<file path="src/rtl/reg_operand_fetch.sv">
// reg_operand_fetch
//   Register file (NREG x DATA_W) plus operand-fetch stage in front of the
//   16-bit ALU. Decoded instructions arrive over a valid/ready handshake.
//   Both source operands are read, with B optionally replaced by an immediate.
//   The operands, opcode and destination tag are then held in a single-entry
//   output register toward the ALU. ALU results come back on the writeback port.
//
// Ports
//   clk, reset               : single clock, synchronous active-high reset
//   issue_valid/issue_ready  : instruction handshake from the decoder
//   rA, rB, imm_sel, imm     : operand sources (B = imm when imm_sel = 1)
//   op_in, rd_in             : opcode / destination, passed through
//   alu_valid/alu_ready      : operand handshake toward the ALU
//   aIn, bIn, op, rd         : held operand set
//   wb_en, wb_addr, wb_data  : register writeback
//
// Configuration
//   REG_OPERAND_FETCH_FORWARD_EN defined   : writeback data is bypassed into a
//                                            same-cycle read, so the stage never stalls.
//   REG_OPERAND_FETCH_FORWARD_EN undefined : a same-cycle read/write hazard holds
//                                            the issue for one cycle. The issue then
//                                            reads the updated register.
module reg_operand_fetch #(
  parameter int DATA_W = 16,
  parameter int NREG   = 8,
  parameter int ADDR_W = 3
) (
  input  logic              clk,
  input  logic              reset,
  input  logic              issue_valid,
  output logic              issue_ready,
  input  logic [ADDR_W-1:0] rA,
  input  logic [ADDR_W-1:0] rB,
  input  logic              imm_sel,
  input  logic [DATA_W-1:0] imm,
  input  logic [1:0]        op_in,
  input  logic [ADDR_W-1:0] rd_in,
  output logic              alu_valid,
  input  logic              alu_ready,
  output logic [DATA_W-1:0] aIn,
  output logic [DATA_W-1:0] bIn,
  output logic [1:0]        op,
  output logic [ADDR_W-1:0] rd,
  input  logic              wb_en,
  input  logic [ADDR_W-1:0] wb_addr,
  input  logic [DATA_W-1:0] wb_data
);

  logic [DATA_W-1:0] regFile [NREG];
  logic [DATA_W-1:0] readA;
  logic [DATA_W-1:0] readB;
  logic              stall;
  logic              fire;
  logic              hitA;
  logic              hitB;

  // An immediate operand means rB is not really read, so it cannot cause a hazard.
  assign hitA = wb_en && (wb_addr == rA);
  assign hitB = wb_en && !imm_sel && (wb_addr == rB);

`ifdef REG_OPERAND_FETCH_FORWARD_EN
  assign stall = 1'b0;

  always_comb begin
    readA = hitA ? wb_data : regFile[rA];
    readB = imm_sel ? imm : (hitB ? wb_data : regFile[rB]);
  end
`else
  assign stall = issue_valid && (hitA || hitB);

  always_comb begin
    readA = regFile[rA];
    readB = imm_sel ? imm : regFile[rB];
  end
`endif

  assign issue_ready = (!alu_valid || alu_ready) && !stall;
  assign fire        = issue_valid && issue_ready;

  always_ff @(posedge clk) begin
    if (reset) begin
      regFile   <= '{default: '0};
      alu_valid <= 1'b0;
      aIn       <= '0;
      bIn       <= '0;
      op        <= '0;
      rd        <= '0;
    end else begin
      if (wb_en) begin
        regFile[wb_addr] <= wb_data;
      end
      // The held operand set is only reloaded on a fire. A writeback that
      // lands while the stage is stalled therefore cannot disturb it.
      if (fire) begin
        alu_valid <= 1'b1;
        aIn       <= readA;
        bIn       <= readB;
        op        <= op_in;
        rd        <= rd_in;
      end else if (alu_ready) begin
        alu_valid <= 1'b0;
      end
    end
  end

endmodule

</file>
<file path="config.mk">
export PLATFORM = sky130hd
export DESIGN_NAME = reg_operand_fetch
export DESIGN_NICKNAME = d
export VERILOG_FILES = /design/src/rtl/reg_operand_fetch.sv
export SDC_FILE = /design/constraint.sdc
export NUM_CORES = 1
export LEC_CHECK = 0
export BUFFER_PORTS_ARGS = -buffer_cell sky130_fd_sc_hd__buf_2
export CORE_MARGIN = 8
export CORE_UTILIZATION = 45
export CTS_CLUSTER_SIZE = 12
export DETAILED_ROUTE_END_ITERATION = 10
export GPL_TIMING_DRIVEN = 0
export PLACE_DENSITY = 0.65
export SYNTH_ARGS = -nofsm -noshare
export SYNTH_HDL_FRONTEND = slang
export SYNTH_SLANG_ARGS = --single-unit
</file>
<file path="constraint.sdc">
create_clock -name clk -period 1.8 [get_ports clk]
set_input_delay 0 -clock clk [delete_from_list [all_inputs] [get_ports clk]]
set_output_delay 0 -clock clk [all_outputs]
set_load 0.05 [all_outputs]
</file>
==> results of run 1 <==
[sequential cells by signal (all words and copies together), names as in the netlist]
signal	cells
aIn	16
bIn	16
alu_valid	1
rd	3
regFile	128
op	2
[power by group]
group	total [mW]	leakage, nW	switching (mW)	internal (mW)
registers	3.88	1.35	0.0796	3.80
logic	1.34	2.06	0.868	0.475
clock network	3.92	0.310	1.66	2.27
[cell usage in the layout, fill, tap and decap left out, types with 17 or more instances in the layout]
cell	n
nor2b_1	36
buf_2	103
mux2i_1	47
clkbuf_1	42
a21oi_1	129
clkbuf_16	17
a211oi_1	21
dlygate4sd3_1	35
mux2_2	23
dfxtp_1	165
nand2_1	273
mux4_2	22
[worst paths after layout]
kind                             startpoint          end  slack [ns]  cells past startpoint
worst max-delay path              alu_valid       aIn[7]        0.17                      6
worst min-delay path                 imm[0]       bIn[0]        0.04                      3
worst max register to register    alu_valid       aIn[7]        0.17                      6
worst min register to register  regFile[65]  regFile[65]        0.47                      2
[cell families (layout without fill, tap and decap cells)]
| group | count (synthesis) | in the layout | synth area share |
|---|---|---|---|
| xor+xnor | 6 | 6 | 0.006329 |
| compound gates | 231 | 231 | 0.1659 |
| flops | 166 | 166 | 0.4002 |
| buf+inv | 95 | 230 | 0.05651 |
| simple gates | 364 | 364 | 0.1914 |
| mux | 106 | 106 | 0.1796 |
[cell type report]
cell class                 count  area (µm²)
clock inverter                14       187.7
sequential                   166        3324
tap                          229       286.5
buffer                        94       466.7
fill                        1644        8115
timing repair buffer         103       690.7
clock buffer                  18       439.2
multi-input combinational    707        4511
inverter                       1       3.754
[critical path, delay by kind of cell (launching register included)]
kind	cells	cell delay, ns
flops	1	0.32
buf+inv	2	0.44
mux	1	0.30
simple gates	3	0.45
[timing repair]
action                                 in CTS  in global routing
buffers inserted                            0                  0
endpoints found under the hold margin     146                  0
setup endpoints to repair                   0                  2
hold buffers                               35                  0
gates resized for setup                     0                  2
[synth_stat cells (all sizes together) (6+ instances only)]
master | instances | share of area
a22oi | 10 | 0.0090
mux2 | 32 | 0.047
mux2i | 47 | 0.057
buf | 51 | 0.037
o22ai | 16 | 0.012
mux4 | 27 | 0.075
nand2 | 273 | 0.12
o21ai | 11 | 0.0066
nor2b | 36 | 0.027
nor3 | 18 | 0.012
nand2b | 15 | 0.011
a21oi | 129 | 0.078
a221oi | 16 | 0.017
a31oi | 16 | 0.012
nor2 | 8 | 0.0036
xnor2 | 6 | 0.0063
a311oi | 11 | 0.012
a211oi | 21 | 0.019
clkbuf | 43 | 0.019
dfxtp | 166 | 0.40
[through the flow]
stage / hold slack [ns] / power [mW] / utilization
detailed placement: 0.2723 / 5.238 / 0.4955
floorplan: 0.1548 / 4.872 / -
finish: 0.03545 / 9.147 / 0.5498
global placement: 0.2674 / 5.219 / 0.4955
CTS: 0.02768 / 9.158 / 0.5497
global route: 0.06928 / 9.425 / 0.5498
[metal layers]
metal  wire length, µm  vias up  GRT usage
li1                  -     3643          -
met1             11580     3434     0.2847
met2             11420      251     0.3409
met3              1738       24    0.05250
met4               255        0    0.05328
met5                 0        -          0
==> results.py, run 1 <==
metrics = {
    "die": {
        "std_cell_rows": 49,
        "ioPinCount": 91,
        "core-area_um2": 18020,
        "die_x_um": 151.8,
        "fp.dieH_um": 151.8,
        "die_area_um2": 23050,
        "start_util": 0.4606,
    },
    "global_route": {
        "grt_util_all_layers": 0.2140,
        "gr-total-overflow": 0,
        "grt_pass1_wl_um": 39670,
        "grt_antenna_before_repair": 0,
        "grt_pass1_vias": 7212,
        "grt_start_max_net_pins": 17,
    },
    "timing": {
        "rsz0062_at_grt": "false",
        "period_share": 0.9064,
        "fin_crit_ns": 1.632,
        "fmax_ghz": 0.6129,
        "setup_viol_count_final": 0,
        "clock-skew-final_ns": 0.006296,
        "finalHoldViolCount": 0,
        "max_slew_margin": 0.5136,
        "setup_ws_ns": 0.1684,
        "slew_viol_final": 0,
        "tightest_slew_ns": 0.7295,
        "tns_ns": 0,
    },
    "setup_path": {
        "cp_data_arrival_time_ns": 1.96,
        "cp_cell_sequence": "nand2b_1 > and2_1 > buf_2 > nand3_2 > buf_6 > mux2_4",
        "crit_required_ns": 2.13,
        "end_kind": "register",
        "cp_slowest_cell": "dfxtp_2",
        "path_max_fanout": 10,
        "max_stage_delay_ns": 0.32,
        "worstSetupStartpointType": "register",
        "worstSetupPathType": "register to register",
    },
    "synthesis": {
        "synthCells": 968,
        "ys_types": 39,
        "seq_area_frac_synth": 0.4002,
        "synth_fp_nets": 1020,
        "synth_async_sr_flop_share": 0,
        "syn_avg_cell_area_um2": 8.577,
        "yosys_register_bits": 166,
        "synth-main-ff-cell": "dfxtp_1",
        "netlist_area_um2": 8303,
        "ys_warn_count": 0,
        "synth-edff-count": 0,
    },
    "layout": {
        "area_delta_synth_final_pct": 19.35,
        "antennaDiodeCount": 0,
        "postLayoutCellArea_um2": 9910,
        "nets": 1142,
        "finalNonFillerCells": 1332,
        "layout-drive-gt1-share": 0.1904,
    },
    "placement": {
        "gp_congestion": 0.8618,
        "dp_cells": 1265,
        "place_area_um2": 8931,
        "portBuffers": 68,
        "dp_slack_ns": -0.1674,
        "hpwlAfterDp_um": 19650,
    },
    "clocking": {
        "clkLatencyLatePin_ns": 0.44,
        "clock_tree.root_cell": "clkbuf_16",
        "clock_path_buffers": 2,
        "clk_pin_slew_worst_paths_ns": 0.07,
        "cts_tree": "done",
        "h-tree-depth": 4,
        "cts_buffers": 17,
        "clock_sinks": 166,
    },
    "power_and_ir_drop": {
        "peakVddDrop_mv": 0.6073,
        "total_leakage_power_nw": 3.723,
        "power_density_nw_per_um2": 923.0,
    },
    "outcome": {
        "status": "finished, final reports clean",
    },
    "drt": {
        "wl_per_cell_um": 18.76,
        "viasPerCell": 5.520,
        "drc": 0,
        "drtPass1Iterations": 5,
        "drt_wl_total_um": 24990,
        "vias": 7352,
        "drt_first_iter_violations": 735,
        "antenna_left": 0,
    },
    "run": {
        "maxCapViolations": 0,
    },
    "hold_path": {
        "min_path_type": "input pin to register",
    },
}
Note: power is estimated with default switching activity, not from simulation.
==> run 2: changes to the inputs <==
--- a/config.mk
+++ b/config.mk
@@ -5,12 +5,14 @@
 export SDC_FILE = /design/constraint.sdc
 export NUM_CORES = 1
 export LEC_CHECK = 0
+export ABC_AREA = 1
 export BUFFER_PORTS_ARGS = -buffer_cell sky130_fd_sc_hd__buf_2
 export CORE_MARGIN = 8
 export CORE_UTILIZATION = 45
 export CTS_CLUSTER_SIZE = 12
 export DETAILED_ROUTE_END_ITERATION = 10
 export GPL_TIMING_DRIVEN = 0
+export MAX_ROUTING_LAYER = met4
 export PLACE_DENSITY = 0.65
 export SYNTH_ARGS = -nofsm -noshare
 export SYNTH_HDL_FRONTEND = slang
==> results.py, run 2 <==
metrics = {
    "power_and_ir_drop": {
        "p_seq_frac": 0.436,
        "total_leakage_power_nw": 4.366,
        "p_clk_frac": 0.375,
        "peakVddDrop_mv": 0.7164,
        "p_int_mw": 6.207,
        "p_switching_mw": 2.872,
        "sw_frac_of_total": 0.3163,
        "comb_power_share": 0.188,
        "power_density_nw_per_um2": 896.5,
    },
    "timing": {
        "tns_ns": 0,
        "slew_viol_final": 0,
        "setup_viol_count_final": 0,
        "max_slew_margin": 0.5175,
        "rsz0062_at_grt": "false",
        "clock-skew-final_ns": 0.006221,
        "whs_ns": 0.09671,
        "tightest_slew_ns": 0.7237,
        "finalHoldViolCount": 0,
        "fin_crit_ns": 1.672,
        "period_share": 0.9290,
        "fmax_ghz": 0.5980,
    },
    "layout": {
        "largest_reg_flops": 128,
        "final_core_util": 0.5432,
        "mostFrequentLayoutCells": "304 x nand2_1, 242 x nor2_1, 206 x o21ai_0",
        "layout-drive-gt1-share": 0.1012,
        "top_regs": "regFile x128, aIn x16, bIn x16",
        "final_common_cell": "nand2_1",
        "multi_input_area_um2": 4262,
        "area_delta_synth_final_pct": 19.07,
        "seq_area_um2": 3323,
        "fillCellCount": 1970,
        "largest-register": "regFile",
        "antennaDiodeCount": 0,
        "postLayoutCellArea_um2": 10130,
        "nets": 1545,
    },
    "setup_path": {
        "cp_slowest_cell": "dlygate4sd3_1",
        "path_common_cell": "nand2_1",
        "crit_required_ns": 2.13,
        "worstSetupStartpointType": "input pin",
        "ff2ff_path_depth": 6,
        "end_kind": "register",
        "path_max_fanout": 10,
        "r2r-start": "alu_valid",
        "worstSetupPathType": "input pin to register",
        "max_stage_delay_ns": 0.55,
        "cp_cell_sequence": "buf_2 > inv_1 > nand2_1 > nand2_1 > nand4_1 > nand4_2 > buf_6 > buf_4 > a21oi_1 > dlygate4sd3_1",
        "r2r_end": "alu_valid",
        "crit_end": "alu_valid",
        "startpoint": "rA[0]",
        "cp_data_arrival_time_ns": 2.00,
        "rrSetupSlack_ns": 0.18,
    },
    "synthesis": {
        "ys_types": 24,
        "synth_fp_nets": 1403,
        "seq_area_frac_synth": 0.3908,
        "netlist_area_um2": 8504,
        "synth.cells.most_frequent": "304 x nand2_1, 242 x nor2_1, 206 x o21ai_0",
        "yosys_register_bits": 166,
        "ys_warn_count": 0,
        "synth_async_sr_flop_share": 0,
        "synth-edff-count": 0,
        "syn_avg_cell_area_um2": 6.295,
        "synth-main-ff-cell": "dfxtp_1",
        "post-synth-top-count-cell": "nand2_1",
        "synth_top_area_frac": 0.3908,
        "yosysTopAreaCell": "dfxtp_1",
        "synthCells": 1351,
        "synthTopCellsByArea": "dfxtp_1 39%, nand2_1 13%, o21ai_0 12%",
    },
    "outcome": {
        "status": "finished, final reports clean",
    },
    "clocking": {
        "cts_buffers": 17,
        "clock_path_buffers": 2,
        "clock_tree.root_cell": "clkbuf_16",
        "cts_tree": "done",
        "h-tree-depth": 4,
        "clkLatencyLatePin_ns": 0.44,
        "clk_pin_slew_worst_paths_ns": 0.06,
        "clock_sinks": 166,
        "cts_resized": 0,
    },
    "placement": {
        "place_area_um2": 9218,
        "portBuffers": 84,
        "gp_congestion": 0.9915,
        "hpwlAfterDp_um": 25510,
    },
    "drt": {
        "wl_per_cell_um": 19.51,
        "drt_wl_total_um": 33870,
        "drc": 0,
        "antenna_left": 0,
        "drtPass1Iterations": 5,
        "viasPerCell": 5.433,
        "vias": 9431,
        "drt_first_iter_violations": 920,
    },
    "die": {
        "ioPinCount": 91,
        "core-area_um2": 18640,
        "die_area_um2": 23550,
        "std_cell_rows": 50,
        "start_util": 0.4562,
        "die_x_um": 153.5,
        "fp.dieH_um": 153.5,
    },
    "global_route": {
        "grt_antenna_before_repair": 0,
        "grt_util_all_layers": 0.2929,
        "grt_pass1_vias": 8629,
        "gr-total-overflow": 0,
        "grt_pass1_wl_um": 51530,
        "grt_start_max_net_pins": 17,
    },
    "run": {
        "maxCapViolations": 0,
    },
    "hold_path": {
        "min_path_type": "input pin to register",
    },
}
-- run 2: logic make-up (layout without fill, tap and decap cells) --
kind of cell	Yosys count	after routing	share of synthesized area
flip-flops	166	166	0.3908
buffers and inverters	226	377	0.1081
XOR/XNOR	2	2	0.002060
AND/OR/NAND/NOR	625	625	0.2887
AO/OA/AOI/OAI	332	332	0.2104
-- run 2: worst min path at each step --
stage | start | endpoint | slack [ns] | depth (start not counted)
global placement | rd_in[0] | rd[0] | 0.23 | 3
finish | issue_valid | bIn[3] | 0.1 | 6
global route | issue_valid | bIn[11] | 0.14 | 6
floorplan | reset | alu_valid | 0.07 | 1
detailed placement | op_in[0] | op[0] | 0.23 | 3
CTS | issue_valid | bIn[3] | 0.08 | 6
-- run 2: power by group through the flow --
stage | Sequential (mW) | Combinational [mW] | Clock (mW)
floorplan | 4.29 | 0.791 | 0
global placement | 4.03 | 1.60 | 0
detailed placement | 4.04 | 1.61 | 0
CTS | 3.96 | 1.68 | 3.42
global route | 3.98 | 1.85 | 3.56
finish | 3.96 | 1.71 | 3.41
-- run 2: layout make-up --
cell class	count	area share
multi-input combinational	959	0.4209
sequential	166	0.3282
timing repair buffer	123	0.08007
inverter	131	0.04856
clock buffer	19	0.04275
buffer	95	0.04226
tap	234	0.02891
clock inverter	9	0.008402
-- run 2: worst max-delay path, delay by kind of cell --
family	cells	cell delay, ns
buffers and inverters	5	1.29
AOI/OAI and AO/OA	1	0.07
and+or+nand+nor	4	0.62
-- run 2: metal layers --
layer  up-vias  wire, µm  GRT usage
met1      4242     15090     0.3890
li1       4617         -          -
met2       511     14390     0.4271
met3        61      3638    0.07330
met4         0       749    0.09753
met5         -         0          -
-- run 2: metrics by stage --
| step | std cells | total power [mW] | setup slack, ns |
|---|---|---|---|
| after floorplan | 1351 | 5.082 | 0.3539 |
| after global placement | 1669 | 5.640 | -0.01949 |
| after detailed placement | 1669 | 5.647 | -0.04022 |
| after CTS | 1736 | 9.060 | 0.1671 |
| after global routing | 1736 | 9.395 | 0.05708 |
| final | 1736 | 9.078 | 0.1279 |
-- run 2: what timing repair did --
item	in CTS	in global routing
setup buffers	0	0
hold buffers	39	0
hold endpoints to repair	117	0
==> run 3: changes to the inputs <==
--- a/config.mk
+++ b/config.mk
@@ -6,7 +6,7 @@
 export NUM_CORES = 1
 export LEC_CHECK = 0
 export ABC_AREA = 1
-export BUFFER_PORTS_ARGS = -buffer_cell sky130_fd_sc_hd__buf_2
+export BUFFER_PORTS_ARGS = -buffer_cell sky130_fd_sc_hd__buf_4
 export CORE_MARGIN = 8
 export CORE_UTILIZATION = 45
 export CTS_CLUSTER_SIZE = 12
@@ -14,6 +14,7 @@
 export GPL_TIMING_DRIVEN = 0
 export MAX_ROUTING_LAYER = met4
 export PLACE_DENSITY = 0.65
+export SETUP_SLACK_MARGIN = 0.1
 export SYNTH_ARGS = -nofsm -noshare
 export SYNTH_HDL_FRONTEND = slang
 export SYNTH_SLANG_ARGS = --single-unit
==> results.py, run 3 (synthesis gave the netlist of run 2 again) <==
metrics = {
    "power_and_ir_drop": {
        "sw_frac_of_total": 0.3032,
        "peakVddDrop_mv": 0.7179,
        "power_density_nw_per_um2": 918.2,
        "p_clk_frac": 0.400,
        "total_leakage_power_nw": 4.470,
        "p_int_mw": 6.692,
        "p_switching_mw": 2.912,
        "comb_power_share": 0.187,
        "p_seq_frac": 0.413,
    },
    "run": {
        "maxCapViolations": 0,
    },
    "drt": {
        "drtPass1Iterations": 7,
        "drt_first_iter_violations": 1123,
        "wl_per_cell_um": 19.41,
        "drt_wl_total_um": 33820,
        "antenna_left": 0,
        "drc": 0,
        "vias": 9420,
        "viasPerCell": 5.408,
    },
    "setup_path": {
        "worstSetupPathType": "register to register",
        "end_kind": "register",
        "path_max_fanout": 10,
        "cp_data_arrival_time_ns": 1.98,
        "worstSetupStartpointType": "register",
        "crit_required_ns": 2.18,
    },
    "layout": {
        "antennaDiodeCount": 0,
        "seq_area_um2": 3323,
        "postLayoutCellArea_um2": 10460,
        "top_regs": "regFile x128, aIn x16, bIn x16",
        "mostFrequentLayoutCells": "303 x nand2_1, 242 x nor2_1, 206 x o21ai_0",
        "area_delta_synth_final_pct": 22.98,
        "largest-register": "regFile",
        "fillCellCount": 1918,
        "final_core_util": 0.5610,
        "multi_input_area_um2": 4273,
        "nets": 1547,
        "final_common_cell": "nand2_1",
        "largest_reg_flops": 128,
        "layout-drive-gt1-share": 0.1054,
    },
    "clocking": {
        "clock_path_buffers": 2,
        "clk_pin_slew_worst_paths_ns": 0.07,
        "cts_tree": "done",
        "clkLatencyLatePin_ns": 0.44,
        "cts_buffers": 17,
        "h-tree-depth": 4,
        "clock_sinks": 166,
        "clock_tree.root_cell": "clkbuf_16",
    },
    "placement": {
        "hpwlAfterDp_um": 25470,
        "gp_congestion": 0.9882,
        "place_area_um2": 9428,
        "dp_slack_ns": -0.01136,
        "portBuffers": 84,
    },
    "timing": {
        "slew_viol_final": 0,
        "setup_ws_ns": 0.1991,
        "whs_ns": 0.09124,
        "tightest_slew_ns": 0.7423,
        "finalHoldViolCount": 0,
        "max_slew_margin": 0.5051,
        "tns_ns": 0,
        "clock-skew-final_ns": 0.009778,
        "rsz0062_at_grt": "false",
        "period_share": 0.8894,
        "setup_viol_count_final": 0,
        "fin_crit_ns": 1.601,
        "fmax_ghz": 0.6246,
    },
    "global_route": {
        "grt_pass1_wl_um": 51270,
        "grt_antenna_before_repair": 0,
        "gr-total-overflow": 0,
        "grt_util_all_layers": 0.2897,
        "grt_pass1_vias": 8641,
        "grt_start_max_net_pins": 17,
    },
    "hold_path": {
        "min_path_type": "input pin to register",
    },
    "die": {
        "ioPinCount": 91,
        "die_area_um2": 23550,
        "start_util": 0.4562,
        "die_x_um": 153.5,
        "fp.dieH_um": 153.5,
        "std_cell_rows": 50,
        "core-area_um2": 18640,
    },
    "outcome": {
        "status": "finished, final reports clean",
    },
}
## run 3: worst max-delay path: stages, from the launching register on
cell	delay, ns
dfxtp_1	0.32
nand2_2	0.10
nand4_4	0.11
buf_6	0.16
buf_4	0.17
a21oi_1	0.13
dlygate4sd3_1	0.55
## run 3: cell type report
| cell class | count | area share |
|---|---|---|
| Timing Repair Buffer | 125 | 0.09905 |
| Clock buffer | 22 | 0.04438 |
| Sequential cell | 166 | 0.3177 |
| Inverter | 131 | 0.04737 |
| Tap cell | 234 | 0.02799 |
| Clock inverter | 10 | 0.01400 |
| Multi-Input combinational cell | 959 | 0.4085 |
| Buffer | 95 | 0.04091 |
## run 3: path summary, 6_finish.rpt
path | start | endpoint | slack [ns] | cells past startpoint
max | alu_valid | alu_valid | 0.20 | 6
min | rA[2] | aIn[5] | 0.09 | 5
max reg2reg | alu_valid | alu_valid | 0.20 | 6
min reg2reg | regFile[75] | regFile[75] | 0.47 | 2
## run 3: routing by layer
layer  up-vias  wire, µm  GRT usage
li1       4626         -          -
met1      4308     15240     0.3877
met2       439     14730     0.4307
met3        47      3245    0.06654
met4         0       603    0.07979
met5         -         0          -
## run 3: metrics by stage
step | total power, mW | std cells
2_1_floorplan | 5.082 | 1351
3_3_place_gp | 5.717 | 1669
3_5_place_dp | 5.725 | 1669
4_1_cts | 9.585 | 1740
5_1_grt | 9.971 | 1742
6_report | 9.603 | 1742
## run 3: power groups by stage
stage,clock [mW],sequential (mW),combinational (mW)
floorplan,0,4.29,0.791
global placement,0,4.04,1.68
detailed placement,0,4.04,1.69
CTS,3.87,3.96,1.76
global route,4.05,3.98,1.94
finish,3.84,3.96,1.80
## run 3: what timing repair did
item	CTS	global route
hold buffers	39	0
setup endpoints to repair	0	1
hold endpoints to repair	147	0
gates resized for setup	0	3
buffers inserted	0	2
